===== src/rtl/u_enc.sv =====
// Unary (thermometer) encoder with a 2-entry output FIFO, valid/ready on both sides
// and a saturating count of accepted requests.
module u_enc #(
  parameter int P_W                   = 16,
  parameter bit P_ADMIT_COMPLIMENT_EN = 1'b0
) (
  input  logic                       clk,
  input  logic                       rst,
  input  logic                       i_in_vld,
  input  logic [$clog2(P_W+1)-1:0]   i_in_k,
  input  logic                       i_in_inv,
  output logic                       o_in_rdy,
  output logic                       o_out_vld,
  output logic [P_W-1:0]             o_out_u,
  output logic                       o_out_err,
  input  logic                       i_out_rdy,
  output logic [15:0]                o_acc_cnt
);

  localparam int KW = $clog2(P_W+1);

  // Returns {err, word}; out-of-range counts give a zero word flagged as an error.
  function automatic logic [P_W:0] encode(input logic [KW-1:0] k, input logic inv);
    logic [P_W-1:0] word;
    logic           err;
    word = '0;
    err  = 1'b0;
    if (int'(k) > P_W) begin
      err = 1'b1;
    end else begin
      for (int i = 0; i < P_W; i++) word[i] = (i < int'(k));
      if (inv) begin
        if (P_ADMIT_COMPLIMENT_EN) word = ~word;
        else                       err  = 1'b1;
      end
    end
    return {err, word};
  endfunction

  logic [P_W-1:0] mem_u_p0 [2];
  logic [1:0]     mem_err_p0;
  logic           wr_ptr;
  logic           rd_ptr;
  logic [1:0]     occ;
  logic           rdy;
  logic [15:0]    acc_cnt;

  logic           acc;
  logic           rel;
  logic [1:0]     occ_nxt;
  logic [P_W:0]   enc_w;

  always_comb begin
    acc     = i_in_vld & rdy;
    rel     = (occ != 2'd0) & i_out_rdy;
    occ_nxt = occ;
    if (acc & ~rel)      occ_nxt = occ + 2'd1;
    else if (~acc & rel) occ_nxt = occ - 2'd1;
    enc_w   = encode(i_in_k, i_in_inv);
  end

  // Stage p0: encoded words land in the FIFO slot addressed by the write pointer
  always_ff @(posedge clk) begin
    if (acc) begin
      mem_u_p0[wr_ptr]   <= enc_w[P_W-1:0];
      mem_err_p0[wr_ptr] <= enc_w[P_W];
    end
  end

  always_ff @(posedge clk) begin
    if (rst) begin
      occ     <= 2'd0;
      wr_ptr  <= 1'b0;
      rd_ptr  <= 1'b0;
      rdy     <= 1'b1;
      acc_cnt <= 16'd0;
    end else begin
      occ <= occ_nxt;
      rdy <= (occ_nxt < 2'd2);
      if (acc) begin
        wr_ptr <= ~wr_ptr;
        if (acc_cnt != 16'hFFFF) acc_cnt <= acc_cnt + 16'd1;
      end
      if (rel) rd_ptr <= ~rd_ptr;
    end
  end

  // Empty FIFO presents zeros so stale or uninitialised slots never leak out.
  assign o_out_vld = (occ != 2'd0);
  assign o_out_u   = o_out_vld ? mem_u_p0[rd_ptr] : '0;
  assign o_out_err = o_out_vld ? mem_err_p0[rd_ptr] : 1'b0;
  assign o_in_rdy  = rdy;
  assign o_acc_cnt = acc_cnt;

endmodule


===== config.mk =====
export PLATFORM = sky130hd
export DESIGN_NAME = u_enc
export DESIGN_NICKNAME = d
export VERILOG_FILES = /design/src/rtl/u_enc.sv
export SDC_FILE = /design/constraint.sdc
export NUM_CORES = 1
export LEC_CHECK = 0
export ABC_AREA = 1
export CELL_PAD_IN_SITES_DETAIL_PLACEMENT = 1
export CELL_PAD_IN_SITES_GLOBAL_PLACEMENT = 2
export CORE_MARGIN = 3
export CORE_UTILIZATION = 37
export DETAILED_ROUTE_END_ITERATION = 6
export DONT_BUFFER_PORTS = 1
export PLACE_DENSITY = 0.75
export SLEW_MARGIN = 0
export SYNTH_ARGS = -nofsm -noshare
export SYNTH_HDL_FRONTEND = slang
export SYNTH_SLANG_ARGS = --single-unit

===== constraint.sdc =====
create_clock -name clk -period 2.3 [get_ports clk]
set_clock_uncertainty 0.05 [all_clocks]
set_input_delay 0.115 -clock clk [delete_from_list [all_inputs] [get_ports clk]]
set_output_delay 0.115 -clock clk [all_outputs]
set_load 0.01 [all_outputs]

==> parameters.txt <==
Parameter                              Value

Hold path
  Worst hold endpoint    rd_ptr
  HP Class    in -> reg
  Worst min-delay path startpoint    i_out_rdy
  Worst hold path cell count    2

Drt
  DRC violation count after routing    0
  Total number of vias    2,149
  Vias per cell    5.03
  Drt first pass iters    4
  Final routed wirelength across all metal layers    6.37 mm
  Routed wire per std cell    14.9 µm
  Count of routing violations after the opening detailed-route iteration    58
  Post-route ant nets    0

Yosys
  Async set-reset flop share out of synthesis    0%
  Syn. warnings    0
  Distinct cells, synth    27
  Synthesized area per cell    8.38 µm²
  Cell area after technology mapping    0.00268 mm²
  EDFF count, synth    34
  Top-area cell type share of the netlist area    38.1%
  Register area share after synthesis    54.5%
  Largest cells by area after synthesis    sky130_fd_sc_hd__edfxtp_1 38%, sky130_fd_sc_hd__dfxtp_1 16%, sky130_fd_sc_hd__nor2_1 11%, sky130_fd_sc_hd__nand2_1 6.3%, sky130_fd_sc_hd__a21oi_1 4.7%
  Cell with the most instances after synthesis    sky130_fd_sc_hd__nor2_1
  FF+latch count, synth    56
  Most used flip-flop cell after synthesis    sky130_fd_sc_hd__edfxtp_1
  Cell accounting for the most synthesized area    sky130_fd_sc_hd__edfxtp_1
  Top cells by instance count after synthesis    81 x sky130_fd_sc_hd__nor2_1, 45 x sky130_fd_sc_hd__nand2_1, 34 x sky130_fd_sc_hd__edfxtp_1, 30 x sky130_fd_sc_hd__inv_1, 25 x sky130_fd_sc_hd__a21oi_1
  Synthesized instance count    320
  Synth Net Count    334

Setup path
  Highest cell delay on the worst timing path    320 ps
  Category of the worst setup path launch point    flip-flop
  Critical path class    reg -> out
  Cell with the biggest individual delay on the critical path    sky130_fd_sc_hd__dfxtp_1
  Kind of end point of the critical path    output port
  Bufs and invs on worst path    3
  Start of the worst register-to-register path    o_acc_cnt[1]
  Worst-case reg-to-reg path depth    6
  Cell-by-cell trace of the critical path    inv_1 > ha_1 > inv_1 > buf_4 > o21ai_0 > nor2_1
  Worst reg2reg setup slack    640 ps
  Peak fanout along the critical path    18
  Worst R2R End    o_acc_cnt[3]
  Cell type with the highest occurrence count on the critical path    sky130_fd_sc_hd__inv_1
  Signal arrival time at the worst endpoint    1520 ps
  Kind of cell adding the most delay to the critical path    buffers and inverters
  Required time of the critical path    2130 ps

Clock tree
  CTS clock-pin slew for the worst setup and hold paths    110 ps
  H-tree levels    2
  Maximum number of buffers from clock root to sink    2
  Cells resized by post-CTS repair    0
  Clock Sinks    56
  CTS Root Cell    sky130_fd_sc_hd__clkbuf_8
  TritonCTS clock tree    built
  Number of buffers added by the clock tree synthesis step    5
  Worst-skew pair later-pin latency    310 ps

STA
  RSZ-0062 raised after global routing    false
  Maximum clock rate    0.593 GHz
  Worst slew slack as a fraction of its limit    61.3%
  Worst Hold Margin    16.0 ps
  Final max-slew violation count    0
  Final period demand of the worst path    1690 ps
  Final setup vio count    0
  Transition time at the pin with the least slew margin    577 ps
  Final Cycle Share    73.3%
  Setup_tns    0 ps
  Number of hold-slack violations in the final timing report    0

Floorplan
  Initial Util    38.8%
  Die H    91.2 µm
  Number of rows created at floorplan    30
  Standard cell core area    0.00691 mm²
  Die ar.    0.00831 mm²
  Die W    91.2 µm
  Number of I/O pins    45

Layout
  Share of final-layout standard cells stronger than drive strength 1    8.46%
  Synthesis-to-finish area growth    9.33%
  Post-Layout Inst Area    0.00293 mm²
  Nets    344
  Diode insertion count for antenna repair    0
  Count of filler cells inserted in the layout    841

Job
  Max-cap check violation count    0

Power
  Portion of total power attributed to sequential cells    49.6%
  Static leakage    0.00115 µW
  Final Power    2520 µW
  Switching component of the power    902 µW
  Internal cell power    1620 µW
  Clock power frac    21.6%
  Power per cell area    860 mW/mm²
  Net Sw Frac    35.8%
  Worst vdd ir    0.000298 V
  Combinational cell fraction of total power    28.8%

GRT
  Wire length of the first global-routing pass    10.9 mm
  Pin count of the biggest net entering global routing    19
  Via count of the first global-routing pass    2,215
  Remaining global-route overflow    0
  Antenna violations before repair    0
  GR Util All Layers    16.3%

Place
  Count of input and output buffers    0
  DP Area    0.00281 mm²
  Detail Placement HPWL    4.72 mm
  Gp weighted congestion    0.795

Run status
  Run status    complete, no violations
## flip-flops by register name (all words and copies together), names as in the netlist, named ones only
| name | count |
|---|---|
| mem_u_p0 | 32 |
| wr_ptr | 1 |
| o_in_rdy | 1 |
| rd_ptr | 1 |
| mem_err_p0 | 2 |
| o_acc_cnt | 16 |
| occ | 1 |
## worst max path at each step
| stage | slack (ps) | depth (start not counted) | end | from |
|---|---|---|---|---|
| after global placement | 690 | 6 | o_in_rdy | o_in_rdy |
| after global routing | 410 | 6 | o_out_err | occ[0] |
| after floorplan | 540 | 2 | mem_err_p0[1] | o_in_rdy |
| after CTS | 560 | 6 | o_out_u[0] | occ[0] |
| final | 610 | 6 | o_out_u[12] | occ[0] |
| after detailed placement | 640 | 8 | o_acc_cnt[14] | o_acc_cnt[1] |
## kinds of logic (layout without fill, tap and decap cells)
family                     Yosys count  count (layout)  synth area share, %
and+or+nand+nor                    167             167                 27.4
adders and majority gates            4               4                 1.87
xor gates and xnor gates             1               1                0.327
DFF                                 56              56                 54.5
buffers and inverters               40              51                 5.92
AOI/OAI and AO/OA                   52              52                 9.98
## metrics by stage
step	std cells	util, %	setup WS, ps
6_report	427	42.5	615
5_1_grt	427	42.5	415
3_5_place_dp	416	40.7	641
2_1_floorplan	320	-	540
4_1_cts	427	42.5	564
3_3_place_gp	416	40.7	686
## area by class of cell
type	count	area [µm²]	share of cell area, %
Tap cell	96	120	4.10
Timing Repair Buffer	8	67.6	2.30
Sequential cell	56	1460	49.8
Clock buffer	5	68.8	2.35
Inverter	35	131	4.48
Multi-Input combinational cell	224	1060	36.2
Clock inverter	3	21.3	0.725
## layout by cell type (no fill, tap or decap), drive strengths merged, types with 2 or more instances in the layout
cell type and count:
edfxtp 34, o21ai 24, nand2 49, clkbuf 5
o21a 2, dlygate4sd3 3, a21oi 25, ha 4
nor3 6, inv 35, dfxtp 22, nor2 85
nand3 22, clkinv 2, or2 2, buf 5
## what timing repair did
item,4_1_cts,5_1_grt
hold endpoints to repair,8,0
hold buffers,3,0
setup buffers,0,0
## routing by layer
| layer | vias up | part of all wire, % | track usage (%) | wire length (µm) |
|---|---|---|---|---|
| li1 | 1074 | - | - | - |
| met1 | 1033 | 40 | 17.1 | 2570 |
| met2 | 33 | 54 | 31.9 | 3450 |
| met3 | 9 | 4.0 | 4.06 | 257 |
| met4 | 0 | 1.4 | 4.27 | 89 |
| met5 | - | 0 | 0 | 0 |
## power by group through the flow
stage / Combinational (µW) / Clock, µW / Sequential (µW)
final: 727 / 544 / 1250
after global routing: 846 / 615 / 1260
after CTS: 754 / 574 / 1250
after detailed placement: 747 / 0 / 1270
after global placement: 725 / 0 / 1270
after floorplan: 525 / 0 / 1270
Power figures use the tool's default switching activity.
